===== src/rtl/lock_code_tx.sv =====
// lock_code_tx: sends a parallel code word MSB-first over ser_valid/ser_data,
// waits for the checker's pass/fail verdict (with timeout), reports the
// outcome on done/pass/timeout, and locks out after MAX_FAILS failed attempts.
//
// Ports:
//   clk, rstn           clock (rising edge), async active-low reset
//   code_in, start      code word and send request (taken when start && ready)
//   ready               high only while idle
//   ser_valid, ser_data serial frame toward the checker, MSB first
//   res_pass, res_fail  checker verdict pulses
//   done, pass, timeout one-cycle attempt report
//   locked              high for the whole lockout period
module lock_code_tx #(
    parameter int CODE_W      = 4,
    parameter int GAP         = 2,
    parameter int TIMEOUT     = 8,
    parameter int MAX_FAILS   = 3,
    parameter int LOCK_CYCLES = 64
) (
    input  logic              clk,
    input  logic              rstn,
    input  logic [CODE_W-1:0] code_in,
    input  logic              start,
    output logic              ready,
    output logic              ser_valid,
    output logic              ser_data,
    input  logic              res_pass,
    input  logic              res_fail,
    output logic              done,
    output logic              pass,
    output logic              timeout,
    output logic              locked
);

    localparam int IW  = (CODE_W > 1) ? $clog2(CODE_W) : 1;
    localparam int FW  = $clog2(MAX_FAILS + 1);
    localparam int TW  = $clog2(TIMEOUT + 1);
    localparam int GW  = $clog2(GAP + 1);
    localparam int LW  = $clog2(LOCK_CYCLES + 1);
    localparam int CW0 = (TW > GW) ? TW : GW;
    localparam int CW  = (CW0 > LW) ? CW0 : LW;

    localparam logic [CW-1:0] TO_LAST   = CW'(TIMEOUT);
    localparam logic [CW-1:0] GAP_LAST  = CW'(GAP - 1);
    localparam logic [CW-1:0] LOCK_LAST = CW'(LOCK_CYCLES - 1);
    localparam logic [FW-1:0] FAIL_MAX  = FW'(MAX_FAILS);
    localparam logic [IW-1:0] BIT_TOP   = IW'(CODE_W - 1);

    typedef enum logic [2:0] {
        S_IDLE,
        S_SEND,
        S_WAIT_RES,
        S_GAP,
        S_LOCKOUT
    } state_t;

    state_t            state_q, state_d;
    logic [CODE_W-1:0] shreg_q, shreg_d;
    logic [IW-1:0]     bit_q, bit_d;
    logic [CW-1:0]     cnt_q, cnt_d;
    logic [FW-1:0]     fail_q, fail_d;
    logic              vpass_q, vpass_d;
    logic              vto_q, vto_d;
    logic [FW-1:0]     fail_sat;

    // Count a failed attempt without wrapping past MAX_FAILS.
    assign fail_sat = (fail_q == FAIL_MAX) ? fail_q : fail_q + FW'(1);

    always_ff @(posedge clk or negedge rstn) begin
        if (!rstn) begin
            state_q <= S_IDLE;
            shreg_q <= '0;
            bit_q   <= '0;
            cnt_q   <= '0;
            fail_q  <= '0;
            vpass_q <= 1'b0;
            vto_q   <= 1'b0;
        end else begin
            state_q <= state_d;
            shreg_q <= shreg_d;
            bit_q   <= bit_d;
            cnt_q   <= cnt_d;
            fail_q  <= fail_d;
            vpass_q <= vpass_d;
            vto_q   <= vto_d;
        end
    end

    always_comb begin
        state_d   = state_q;
        shreg_d   = shreg_q;
        bit_d     = bit_q;
        cnt_d     = cnt_q;
        fail_d    = fail_q;
        vpass_d   = vpass_q;
        vto_d     = vto_q;
        ready     = 1'b0;
        ser_valid = 1'b0;
        ser_data  = 1'b0;
        done      = 1'b0;
        pass      = 1'b0;
        timeout   = 1'b0;
        locked    = 1'b0;

        unique case (state_q)
            S_IDLE: begin
                ready = 1'b1;
                if (start) begin
                    shreg_d = code_in;
                    bit_d   = BIT_TOP;
                    state_d = S_SEND;
                end
            end

            S_SEND: begin
                // The MSB of the shift register is always the current bit.
                ser_valid = 1'b1;
                ser_data  = shreg_q[CODE_W-1];
                shreg_d   = shreg_q << 1;
                bit_d     = bit_q - IW'(1);
                if (res_fail) begin
                    vpass_d = 1'b0;
                    vto_d   = 1'b0;
                    fail_d  = fail_sat;
                    cnt_d   = '0;
                    state_d = S_GAP;
                end else if (bit_q == '0) begin
                    cnt_d   = '0;
                    state_d = S_WAIT_RES;
                end
            end

            S_WAIT_RES: begin
                cnt_d = cnt_q + CW'(1);
                // A simultaneous pass and fail counts as a fail.
                if (res_fail) begin
                    vpass_d = 1'b0;
                    vto_d   = 1'b0;
                    fail_d  = fail_sat;
                    cnt_d   = '0;
                    state_d = S_GAP;
                end else if (res_pass) begin
                    vpass_d = 1'b1;
                    vto_d   = 1'b0;
                    fail_d  = '0;
                    cnt_d   = '0;
                    state_d = S_GAP;
                end else if (cnt_q == TO_LAST) begin
                    vpass_d = 1'b0;
                    vto_d   = 1'b1;
                    fail_d  = fail_sat;
                    cnt_d   = '0;
                    state_d = S_GAP;
                end
            end

            S_GAP: begin
                done    = (cnt_q == '0);
                pass    = done & vpass_q;
                timeout = done & vto_q;
                cnt_d   = cnt_q + CW'(1);
                if (cnt_q == GAP_LAST) begin
                    cnt_d   = '0;
                    state_d = (fail_q == FAIL_MAX) ? S_LOCKOUT : S_IDLE;
                end
            end

            S_LOCKOUT: begin
                locked = 1'b1;
                cnt_d  = cnt_q + CW'(1);
                if (cnt_q == LOCK_LAST) begin
                    cnt_d   = '0;
                    fail_d  = '0;
                    state_d = S_IDLE;
                end
            end

            default: begin
                state_d = S_IDLE;
            end
        endcase
    end

endmodule

===== config.mk =====
export PLATFORM = sky130hd
export DESIGN_NAME = lock_code_tx
export DESIGN_NICKNAME = d
export VERILOG_FILES = /design/src/rtl/lock_code_tx.sv
export SDC_FILE = /design/constraint.sdc
export NUM_CORES = 1
export LEC_CHECK = 0
export ABC_AREA = 1
export CAP_MARGIN = 20
export CORE_ASPECT_RATIO = 0.7
export CORE_UTILIZATION = 60
export CTS_CLUSTER_DIAMETER = 200
export DETAILED_ROUTE_END_ITERATION = 8
export GPL_ROUTABILITY_DRIVEN = 1
export HOLD_SLACK_MARGIN = 0.02
export MAX_ROUTING_LAYER = met4
export PLACE_DENSITY_LB_ADDON = 0.2
export SLEW_MARGIN = 20
export SYNTH_ARGS = -nofsm -noshare
export SYNTH_HDL_FRONTEND = slang
export SYNTH_SLANG_ARGS = --single-unit

===== constraint.sdc =====
create_clock -name clk -period 4.03 [get_ports clk]
set_input_delay 1.0075 -clock clk [delete_from_list [all_inputs] [get_ports clk]]
set_output_delay 1.0075 -clock clk [all_outputs]
set_load 0.02 [all_outputs]

======== Yosys cells after proc, flatten, opt, wreduce, memory -nomap -nowiden ========
Cells that the tools add are included.
word-level totals
  word-level logic and storage cells ...... 83
  output and inout bits ................... 7
  input bits .............................. 9
  bits in registers ....................... 20
cells by class
  bitwise logic cells ..................... 2
  eq/ne operators ......................... 14
  reduce and logical (&&, ||, !) cells .... 12
  add/subtract/negate cells ............... 3
  multiplexer cells ....................... 45
operators by type and width
  kind                 count
  $mux 7               7
  $pmux 7 s4           1
  $mux 3               9
  $pmux 3 s5           1
  $mux 1               14
  $mux 2               7
  $ne 2x2->1 const B   4
  $pmux 4 s2           1
  $add 7x1->7 const B  1
  $eq 7x1->1 const B   1
  $eq 7x4->1 const B   1
  $eq 7x6->1 const B   1
  $logic_not 7->1      1
  $eq 3x2->1 const B   2
  $pmux 2 s3           1
  $reduce_and 5->1     1
  $mux 4               1
  $ne 4x4->1 const B   1
  $pmux 1 s2           2
  $pmux 2 s2           1
  $reduce_and 2->1     2
  $reduce_and 4->1     1
  $reduce_bool 2->1    2
  $reduce_bool 4->1    1
  11 further kinds     12

======== Longest topological paths before layout ========
Gate-level depths: netlist of run 1.
  depth after elaboration ................. 6
  gate-level depth with buffers ........... 10
  depth with buffers taken out ............ 10

======== Worst setup path before layout of run 1 ========
OpenSTA, ideal clock, no wires.
  path type ............................... register -> output
  start ................................... register state_q[2]
  end ..................................... output pass
  path buffers ............................ 0
  required time ........................... 3.023 ns
  slack ................................... 1.866 ns
  stages on the path, launching flop included .. 6
  arrival ................................. 1.156 ns
  cell sequence ........................... dfrtp_1 inv_2 nand3_2 inv_2 nand3_1 nor2_1
on the way
  longest elaborated chain between the ends .. 2
RTL lines
  item                    line  text
  start, declared         57    state_t state_q, state_d;
  start signal, assigned  79    state_q <= state_d;
  $eq 3x2->1              105   unique case (state_q)
  $mux 1                  105
  end, declared           30    output logic pass,
No other way between the ends.

======== Final worst setup path of run 1 ========
  start ................................... register state_q[2]
  end ..................................... output timeout
on the way
  longest elaborated chain between the ends .. 2
RTL lines
  item           line  text
  $eq 3x2->1     105
  $mux 1         105
  end, declared  31    output logic timeout,
No other way between the ends.

==> results of run 1 <==
-- per-stage QoR --
stage	std cells	hold WS [ns]	setup slack, ns
after floorplan	205	0.442	1.87
after global placement	250	0.460	1.42
after detailed placement	250	0.463	1.32
after CTS	254	0.492	0.910
after global routing	254	0.546	0.782
final	254	0.497	0.926
-- cells in the final DEF (no fill, tap or decap), types with 2 or more instances in the layout --
| cell | n |
|---|---|
| nor2_4 | 4 |
| a21oi_1 | 2 |
| clkbuf_4 | 3 |
| nand3_1 | 17 |
| nand4_1 | 6 |
| nor2_2 | 3 |
| nand2_4 | 3 |
| o21ai_1 | 3 |
| nand2_1 | 47 |
| nor2_1 | 23 |
| o31ai_1 | 2 |
| nor3_1 | 3 |
| inv_1 | 30 |
| dfrtp_1 | 20 |
| nand2_2 | 5 |
| ha_1 | 4 |
| inv_2 | 6 |
| o21ai_0 | 15 |
| clkdlybuf4s50_1 | 15 |
| inv_4 | 2 |
-- flip-flops by register name, summed over array words and instances, names as in the netlist --
register	flops
bit_q	2
cnt_q	7
fail_q	2
shreg_q	4
state_q	3
vpass_q	1
vto_q	1
-- cell families (layout without fill, tap and decap cells) --
family,after synthesis,in the layout,share of synthesized area
compound gates,26,26,0.106
xor+xnor,1,1,0.00609
fa+ha+maj,4,4,0.0348
buf+inv,40,57,0.113
flops,20,20,0.348
simple gates,114,114,0.392
-- path summary, 6_finish.rpt --
check / start / end / slack (ns) / cells after the start
max in group asynchronous: rstn / cnt_q[1] / 2.33 / 1
worst min-delay path: fail_q[1] / fail_q[1] / 0.50 / 2
worst max-delay path: state_q[2] / timeout / 0.93 / 6
worst min register to register: fail_q[1] / fail_q[1] / 0.50 / 2
worst max register to register: cnt_q[0] / cnt_q[1] / 2.44 / 9
min in group asynchronous: rstn / shreg_q[0] / 1.16 / 1
-- metal layers --
layer	global-route usage	wire length [um]	share of wire
met1	0.458	1570	0.47
met2	0.442	1420	0.42
met3	0.0976	321	0.095
met4	0.109	59	0.017
met5	-	0	0
-- power by group through the flow --
stage	sequential, W	combinational (W)	clock (W)
floorplan	0.000320	0.000528	0
global placement	0.000350	0.000648	0
detailed placement	0.000354	0.000664	0
CTS	0.000349	0.000674	0.000173
global route	0.000362	0.000772	0.000180
finish	0.000350	0.000682	0.000170
-- final cells by class --
| type | count | share of cell area |
|---|---|---|
| Tap cell | 32 | 0.0240 |
| Timing Repair Buffer | 15 | 0.0901 |
| Inverter | 38 | 0.0886 |
| Sequential cell | 20 | 0.300 |
| Multi-Input combinational cell | 145 | 0.465 |
| Clock buffer | 3 | 0.0135 |
| Clock inverter | 1 | 0.0180 |
-- worst max-delay path: cells and delay by family (launching register included) --
family,cells,cell delay [ns]
flops,1,0.46
buf+inv,3,0.90
simple gates,3,0.42
==> results.tsv, run 1 <==
metric	value	unit
grt ovf	0	
sw frac	0.482	
Post-synth ARST share	1.00	
final worst path period share	0.770	
clk slew on worst S/H paths	0.12	ns
antenna violations before repair	0	
WP data arrival	2.10	ns
# nets final	236	
routed len/inst	13.3	um
routed vias	1380	
DIE WIDTH	60.5	um
number of synthesized register bits	20	
vias in the first global route	1268	
Int Power	0.000622	W
mean cell area of the mapped netlist	7.02	um2
core area	2210	um2
Setup CP Type	reg2out	
CTS root buf	clkbuf_4	
syn nets	218	
Synth Instances	205	
endpoint type of the worst setup path	output pin	
die area	2600	um2
Placed Instance Area	1610	um2
most common library cells after synthesis	47 x nand2_1, 30 x inv_1, 23 x nor2_1	
most frequent CP cell	inv_2	
FMAX	0.322	GHz
post-CTS setup buffers	0	
CP Cell Sequence	inv_2, nand3_2, inv_2, nand3_1, nor2_1, clkdlybuf4s50_1	
io pins	16	
DRC Markers	0	
CTS Buffer Depth	2	
floorplan row count	14	
CTS tree	built	
worst skew pair latency	0.32	ns
Die Y	43.0	um
EDFF count, synth	0	
Port Buf Inserts	15	
count leader, synth	nand2_1	
cell area after synthesis	1440	um2
fraction of layout cells with a size suffix above 1	0.135	
multi-input logic area	776	um2
Clock Sinks	20	
sequential area share after synthesis	0.348	
top_reg_cell synth	dfrtp_1	
fin crit period	3.10	ns
CP max stage cell	clkdlybuf4s50_1	
Max transition margin	0.418	
post-synthesis to final-layout area growth	15.8	%
post-route cell area	1670	um2
Slew Limit Fails	0	
Comb power frac	0.567	
area leader, netlist	dfrtp_1	
Final Core Density	0.755	
gr usage total	0.325	
Detail Placement HPWL	2570	um
H-tree depth	1	
fillcell total	178	
Worst path max stage delay	0.62	ns
TritonRoute pass-1 iters	5	
clock network fraction of total power	0.141	
final hold vios	0	
sequential cell area	500	um2
outcome	finished, final reports clean	
element type at the critical path start	register	
Yosys top cell area share	0.348	
synthesis warning total	0	
Antenna diodes	0	
Final GP Congestion	0.945	
Setup-failing EPs final	0	
post-CTS sizing	0	
post-route antenna net violation count	0	
worst-path fanout max	5	
Hold-fix buffers, CTS	0	
synth top area cells	dfrtp_1 35%, nand2_1 12%, inv_1 7.8%	
total negative setup slack	0	ns
Num CTS Buffers	3	
final wirelength	3370	um
VDD IR-drop max	0.000409	V
PwrDens	721	nW/um2
Lkg Pwr	0.869	nW
Reg power frac	0.291	
Cell variety after synth	27	
Worst Tran Pin Value	0.870	ns
first-pass GRT wire length	5890	um
worst hold path class	reg2reg	
starting density of the core	0.652	
RSZ-0062 raised after global routing	false	
Max-Cap Viols	0	
largest net degree at the start of global routing	21	
DR vias/cell	5.43	
1st-iter DRT viols	101	
Critical Path RT	3.02	ns
Layout Skew	0.00901	ns
total design power	0.00120	W
P_sw	0.000579	W
Power figures use the tool's default switching activity.
==> run 2: changes to the inputs <==
Settings changed: CORE_UTILIZATION 60 to 56.
Clock period 4.03 ns to 3 ns, I/O delays scaled along.
==> run 2 against run 1 <==
Net effect: combinational power rose by 33%; first-iteration DRC count rose by 5.0%; sequential share of layout area did not move; count of clock-buffer cells in the layout did not move; flip-flop and latch count did not move; core utilization fell by 2.3 points; critical path type unchanged; largest cell class unchanged; largest power group unchanged.
==> results.tsv, run 2 (synthesized netlist as in run 1, its figures left out) <==
metric	value	unit
grt ovf	0	
Setup-failing EPs final	0	
io pins	16	
final hold vios	0	
endpoint type of the worst setup path	output pin	
RSZ-0062 raised after global routing	false	
# nets final	236	
most frequent cells in the layout	47 x nand2_1, 30 x inv_1, 23 x nor2_1	
leading cell type in the layout, fill and taps excluded	nand2_1	
Worst Tran Pin Value	0.891	ns
Critical Path RT	2.25	ns
Layout Skew	0.00601	ns
worst-path fanout max	5	
largest net degree at the start of global routing	21	
DRC Markers	0	
fin crit period	2.82	ns
routed vias	1344	
final worst path period share	0.940	
outcome	finished, final reports clean	
antenna violations before repair	0	
first-pass GRT wire length	5650	um
worst hold path class	reg2reg	
1st-iter DRT viols	106	
Max transition margin	0.404	
routed len/inst	12.7	um
Setup CP Type	reg2out	
top flop regs	cnt_q (7), shreg_q (4), state_q (3)	
Placed Instance Area	1610	um2
Antenna diodes	0	
worst-case reg-to-reg path depth	9	
max FFs per register	7	
TritonRoute pass-1 iters	5	
floorplan row count	14	
vias in the first global route	1164	
hold path start	fail_q[1]	
post-CTS sizing	0	
hold endpoint	fail_q[1]	
CTS Buffer Depth	2	
FMAX	0.354	GHz
worst skew pair latency	0.32	ns
post-route antenna net violation count	0	
post-CTS setup buffers	0	
WHS Path Cells	2	
CTS root buf	clkbuf_4	
Lkg Pwr	0.869	nW
final wirelength	3240	um
post-route cell area	1670	um2
total negative setup slack	0	ns
Max-Cap Viols	0	
DR vias/cell	5.29	
WP data arrival	2.07	ns
core area	2280	um2
Num CTS Buffers	3	
post-synthesis to final-layout area growth	15.8	%
R2R Setup Slk	1.42	ns
element type at the critical path start	register	
Top reg by flops	cnt_q	
Hold-fix buffers, CTS	0	
DIE WIDTH	62.6	um
Die Y	44.4	um
RR Endpoint	cnt_q[1]	
VDD IR-drop max	0.000671	V
CTS tree	built	
Final GP Congestion	0.967	
Detail Placement HPWL	2540	um
H-tree depth	1	
starting density of the core	0.632	
die area	2780	um2
PwrDens	963	nW/um2
clk slew on worst S/H paths	0.11	ns
gr usage total	0.281	
Crit Reg-Reg Startpoint	cnt_q[0]	
Slew Limit Fails	0	
Clock Sinks	20	
fraction of layout cells with a size suffix above 1	0.135	
Port Buf Inserts	15	
[run 2: cell counts in the layout (fill, tap and decap cells not counted)]
Identical to the previous run, type by type.
[run 2: per-stage QoR]
| step | total power [W] | worst slack, ns | hold slack, ns | util | std cells |
|---|---|---|---|---|---|
| 2_1_floorplan | 0.00114 | 1.09 | 0.442 | - | 205 |
| 3_3_place_gp | 0.00135 | 0.642 | 0.460 | 0.709 | 250 |
| 3_5_place_dp | 0.00137 | 0.543 | 0.468 | 0.709 | 250 |
| 4_1_cts | 0.00160 | 0.176 | 0.496 | 0.732 | 254 |
| 5_1_grt | 0.00176 | 0.0125 | 0.525 | 0.732 | 254 |
| 6_report | 0.00161 | 0.179 | 0.492 | 0.732 | 254 |
[run 2: worst max path at each step]
stage | start | to | slack [ns] | cells past startpoint
after CTS | state_q[2] | timeout | 0.18 | 6
final | state_q[2] | timeout | 0.18 | 6
after global placement | state_q[2] | timeout | 0.64 | 6
after global routing | state_q[2] | timeout | 0.01 | 6
after floorplan | state_q[2] | pass | 1.09 | 5
after detailed placement | state_q[2] | timeout | 0.54 | 6
[run 2: layer usage]
metal | global-route usage | up-vias | routed length, um
li1 | - | 685 | -
met1 | 0.423 | 610 | 1680
met2 | 0.389 | 45 | 1310
met4 | 0.0558 | 0 | 22
met3 | 0.0541 | 4 | 220
met5 | - | - | 0
[run 2: report_power, final]
part | internal, W | switching [W] | leakage (nW)
Combinational | 0.000329 | 0.000576 | 0.589
Sequential | 0.000371 | 0.000104 | 0.252
Clock | 0.000135 | 0.0000902 | 0.0279
Total | 0.000835 | 0.000770 | 0.869
[run 2: critical path, cell delays in order (launching register included)]
cell and delay (ns):
dfrtp_1 0.47, inv_2 0.15, nand3_2 0.14, inv_2 0.13
nand3_1 0.13, nor2_1 0.12, clkdlybuf4s50_1 0.61
[run 2: cell type report]
| cell class | instances | area [um2] |
|---|---|---|
| Sequential cell | 20 | 500 |
| Fill cell | 194 | 611 |
| Inverter | 38 | 148 |
| Multi-Input combinational cell | 145 | 776 |
| Clock buffer | 3 | 22.5 |
| Clock inverter | 1 | 30.0 |
| Tap cell | 32 | 40.0 |
| Timing Repair Buffer | 15 | 150 |
==> RTL edit 1, RTL diff (flow settings as in run 2) <==
Take the reset off `shreg_q` and load it in a clocked block of its own.
--- a/src/rtl/lock_code_tx.sv
+++ b/src/rtl/lock_code_tx.sv
@@ -70,5 +70,4 @@
         if (!rstn) begin
             state_q <= S_IDLE;
-            shreg_q <= '0;
             bit_q   <= '0;
             cnt_q   <= '0;
@@ -78,5 +77,4 @@
         end else begin
             state_q <= state_d;
-            shreg_q <= shreg_d;
             bit_q   <= bit_d;
             cnt_q   <= cnt_d;
@@ -85,4 +83,8 @@
             vto_q   <= vto_d;
         end
+    end
+
+    always_ff @(posedge clk) begin
+        shreg_q <= shreg_d;
     end
 
Behaviour: same outputs for any inputs over 10 cycles, from zero or initial values and one cycle with rstn low; that may be too few to reach the edited logic, so the function may still have changed.
==> RTL edit 1 against run 2 <==
  * Power fell by 7.9%
  * Setup slack got worse by 21 ps
  * First-iteration DRC count fell by 44%
  * Largest power group unchanged
  * Routed wire length decreased by 6.9%
  * Largest cell class unchanged
  * Register-to-register slack improved by 30 ps
  * Count of clock-buffer cells in the layout grew 1
  * Design area down 5.0%
  * Area after synthesis shrank 4.6%
  * Sequential cell count unchanged
==> RTL edit 1: results (changes against run 2) <==
P_int 754 uW (-9.7%); clock buffers 4 (+1); first-pass GRT wire length 4900 um (-13%); combinational power 867 uW (-4.2%); GR met3 Demand/Resource 7.16% (+1.8 points); Detailed Place HPWL 2450 um (-3.7%); Post-Syn Nets 193 (-11%); R2R cell count 5 (-4); Logic inverters 32 (-16%); clk tree area frac 1.66% (-1.5 points); M1 WL 1480 um (-12%); NetSw 725 uW (-5.8%); fillers 193 (-0.52%); Post-Place Worst Slack 534 ps (-9.24 ps); outcome finished clean; Layout Nets 212 (-10%); Synth cell types 31 (+15%); HP Start bit_q[0]; routability cong. 0.941 (-2.6%); R2R setup slack 1450 ps (+30 ps); area of the multi-input gates 719 sq um (-7.3%); routing usage on met1 39.0% (-3.3 points); via/cell ratio 5.34 (+0.90%); GRT Total Usage 26.6% (-1.5 points); Critical R2R Capture shreg_q[0]; Iter 0 DRT Violations 59 (-44%); top cells by area, synth dfrtp_1, nand2_1, edfxtp_1; Leak Pwr 0.000804 uW (-7.5%)
-- RTL edit 1: cell count changes after synthesis, sizes merged, moves of 2 or more --
cell	delta
xnor2	+2
edfxtp	+4
dfrtp	-4
nor2	-7
nor3	-3
o31ai	-2
o21ai	-3
inv	-7
nand3	-4
-- RTL edit 1: how the worst max path moves through the flow --
stage,startpoint,to,slack (ps),depth (start not counted)
after floorplan,state_q[2],pass,1080,5
after detailed placement,state_q[2],pass,530,6
final,state_q[2],timeout,160,6
after CTS,state_q[2],pass,170,6
after global routing,state_q[2],timeout,40,6
after global placement,state_q[2],timeout,630,6
-- RTL edit 1: kinds of logic after synthesis --
| group | after synthesis | synth area share (%) |
|---|---|---|
| and+or+nand+nor | 99 | 37.5 |
| xor gates and xnor gates | 3 | 1.91 |
| DFF | 20 | 37.9 |
| AOI/OAI and AO/OA | 21 | 9.21 |
| buffers and inverters | 33 | 9.85 |
| adders and majority gates | 4 | 3.65 |
==> RTL edit 2, RTL diff (settings of run 2) <==
Without the edit above. Change the parameter `CODE_W` from 4 to 8.
--- a/src/rtl/lock_code_tx.sv
+++ b/src/rtl/lock_code_tx.sv
@@ -12,5 +12,5 @@
 //   locked              high for the whole lockout period
 module lock_code_tx #(
-    parameter int CODE_W      = 4,
+    parameter int CODE_W      = 8,
     parameter int GAP         = 2,
     parameter int TIMEOUT     = 8,
Ports: changed (resized code_in); port bits go from 16 to 20. The function was not compared with the original's and may differ.
==> RTL edit 2 against run 2 <==
  * Via count grew 9.2%
  * Sequential cell count grew 5
  * Area after synthesis grew 12%
  * Routed wire length grew 10%
  * Design area grew 12%
  * Core utilization shrank 1.3 points
  * Critical path depth grew 1
  * Final cell count grew 9.4%
  * Setup slack lost 31 ps
  * Non-clock buffer count grew 5
  * Largest cell class unchanged
  * Worst hold slack lost 9.4 ps
  * Highest routed layer unchanged
  * Synthesized cell count grew 9.8%
Power is left out: it rests on default switching activity, and per cell area and clock period it moved more than threefold.
==> RTL edit 2: results (changes against run 2) <==
outcome finished clean; Post-Syn Nets 243 (+11%); Detailed Place HPWL 2750 um (+8.4%); initial antenna violation count 0 (unchanged); Worst-Skew Late Latency 280 ps (-40 ps); clock transition at the registers of the reported paths 90 ps (-20 ps); Synth cell types 26 (-3.7%); Iter 0 DRT Violations 170 (+60%); async set or reset register ratio after synthesis 100% (unchanged); CTS Buf Count 3 (unchanged); Seq/Total Area, Yosys 38.7% (+3.9 points); GRT Total Usage 27.9% (-0.22 points); Root Driver clkbuf_8; Post-synth top flop dfrtp_1; post_cts resized 0 (unchanged); proportion of layout cells with a drive suffix above 1 9.02% (-4.5 points); first-pass GRT wire length 6020 um (+6.6%); Synth Warn # 0 (unchanged); cts hold-fix bufs 0 (unchanged); Worst EP arrival 2100 ps (+30 ps); worst min-delay path class reg -> reg; routability cong. 0.952 (-1.5%); clock skew 2.20 ps (-3.81 ps); 1st-pass router iterations 4 (-1); Longest Clk Path Bufs 2 (unchanged); top cells by count, synth nand2_1, inv_1, nor2_1; fillers 207 (+6.7%); crit-path max FO 5 (unchanged); # port buffers 19 (+4); Layout Nets 263 (+11%); largest registers shreg_q: 8 flops, cnt_q: 7 flops; H-Tree Level Count 1 (unchanged); relative slew slack 78.9% (+38 points); number of diodes 0 (unchanged); Setup Buffers After CTS 0 (unchanged); max capacitance violation total 0 (unchanged); top cells by area, synth dfrtp_1, nand2_1, inv_1; DRT Wirelength 3570 um (+10%); vias 1467 (+9.2%); pin count of the biggest net entering global routing 26 (+24%); number of global-route vias before repair 1260 (+8.2%)
## RTL edit 2: cell types whose count changed after synthesis, moves of 3 or more
| cell | before | now |
|---|---|---|
| inv_1 | 30 | 37 |
| inv_2 | 6 | 3 |
| dfrtp_1 | 20 | 25 |
| o211ai_1 | 1 | 4 |
| nand3_1 | 17 | 23 |
| nor2_1 | 23 | 28 |
| nor3_1 | 3 | 0 |
## RTL edit 2: worst max-delay path, cell delays in order (launching register included)
cell	delay [ps]
dfrtp_1	420
inv_2	80
nor2_4	140
nand2_1	120
inv_1	170
nand4_1	170
nor2_1	120
clkdlybuf4s50_1	600
## RTL edit 2: per-layer routing
layer	GRT usage (%)	part of all wire, %	vias to the layer above	wire [um]
li1	-	-	750	-
met1	39.3	52	668	1860
met3	7.04	7.5	4	268
met2	39.8	39	45	1400
met5	-	0	-	0
met4	7.66	0.93	0	33
## RTL edit 2: cell families (layout without fill, tap and decap cells)
group	Yosys count	in the layout	synth area share, %
xor gates and xnor gates	3	3	1.63
and+or+nand+nor	119	119	34.0
adders and majority gates	5	5	3.87
DFF	25	25	38.7
buffers and inverters	46	65	12.3
AOI/OAI and AO/OA	27	27	9.52
## RTL edit 2: final cells by class
| cell class | instances | area share (%) |
|---|---|---|
| sequential | 25 | 33.6 |
| inverter | 41 | 8.39 |
| tap | 34 | 2.28 |
| multi-input combinational | 154 | 42.5 |
| clock buffer | 3 | 2.22 |
| timing repair buffer | 20 | 10.6 |
| clock inverter | 1 | 0.403 |
## RTL edit 2: metrics by stage
stage | setup slack, ps | std cells | area (sq um) | util, %
after CTS | 165 | 278 | 1860 | 71.9
after floorplan | 1050 | 225 | 1620 | -
after global routing | 28.2 | 278 | 1860 | 71.9
after global placement | 589 | 274 | 1810 | 70.0
after detailed placement | 497 | 274 | 1810 | 70.0
final | 148 | 278 | 1860 | 71.9
## RTL edit 2: worst paths after layout
| check | cells after the start | to | from | slack [ps] |
|---|---|---|---|---|
| hold / removal | 2 | vpass_q | vpass_q | 480 |
| hold reg to reg | 2 | vpass_q | vpass_q | 480 |
| max in group asynchronous | 2 | fail_q[1] | rstn | 1940 |
| min in group asynchronous | 2 | fail_q[0] | rstn | 820 |
| setup / recovery | 7 | timeout | state_q[0] | 150 |
| setup reg to reg | 8 | cnt_q[1] | cnt_q[0] | 1410 |
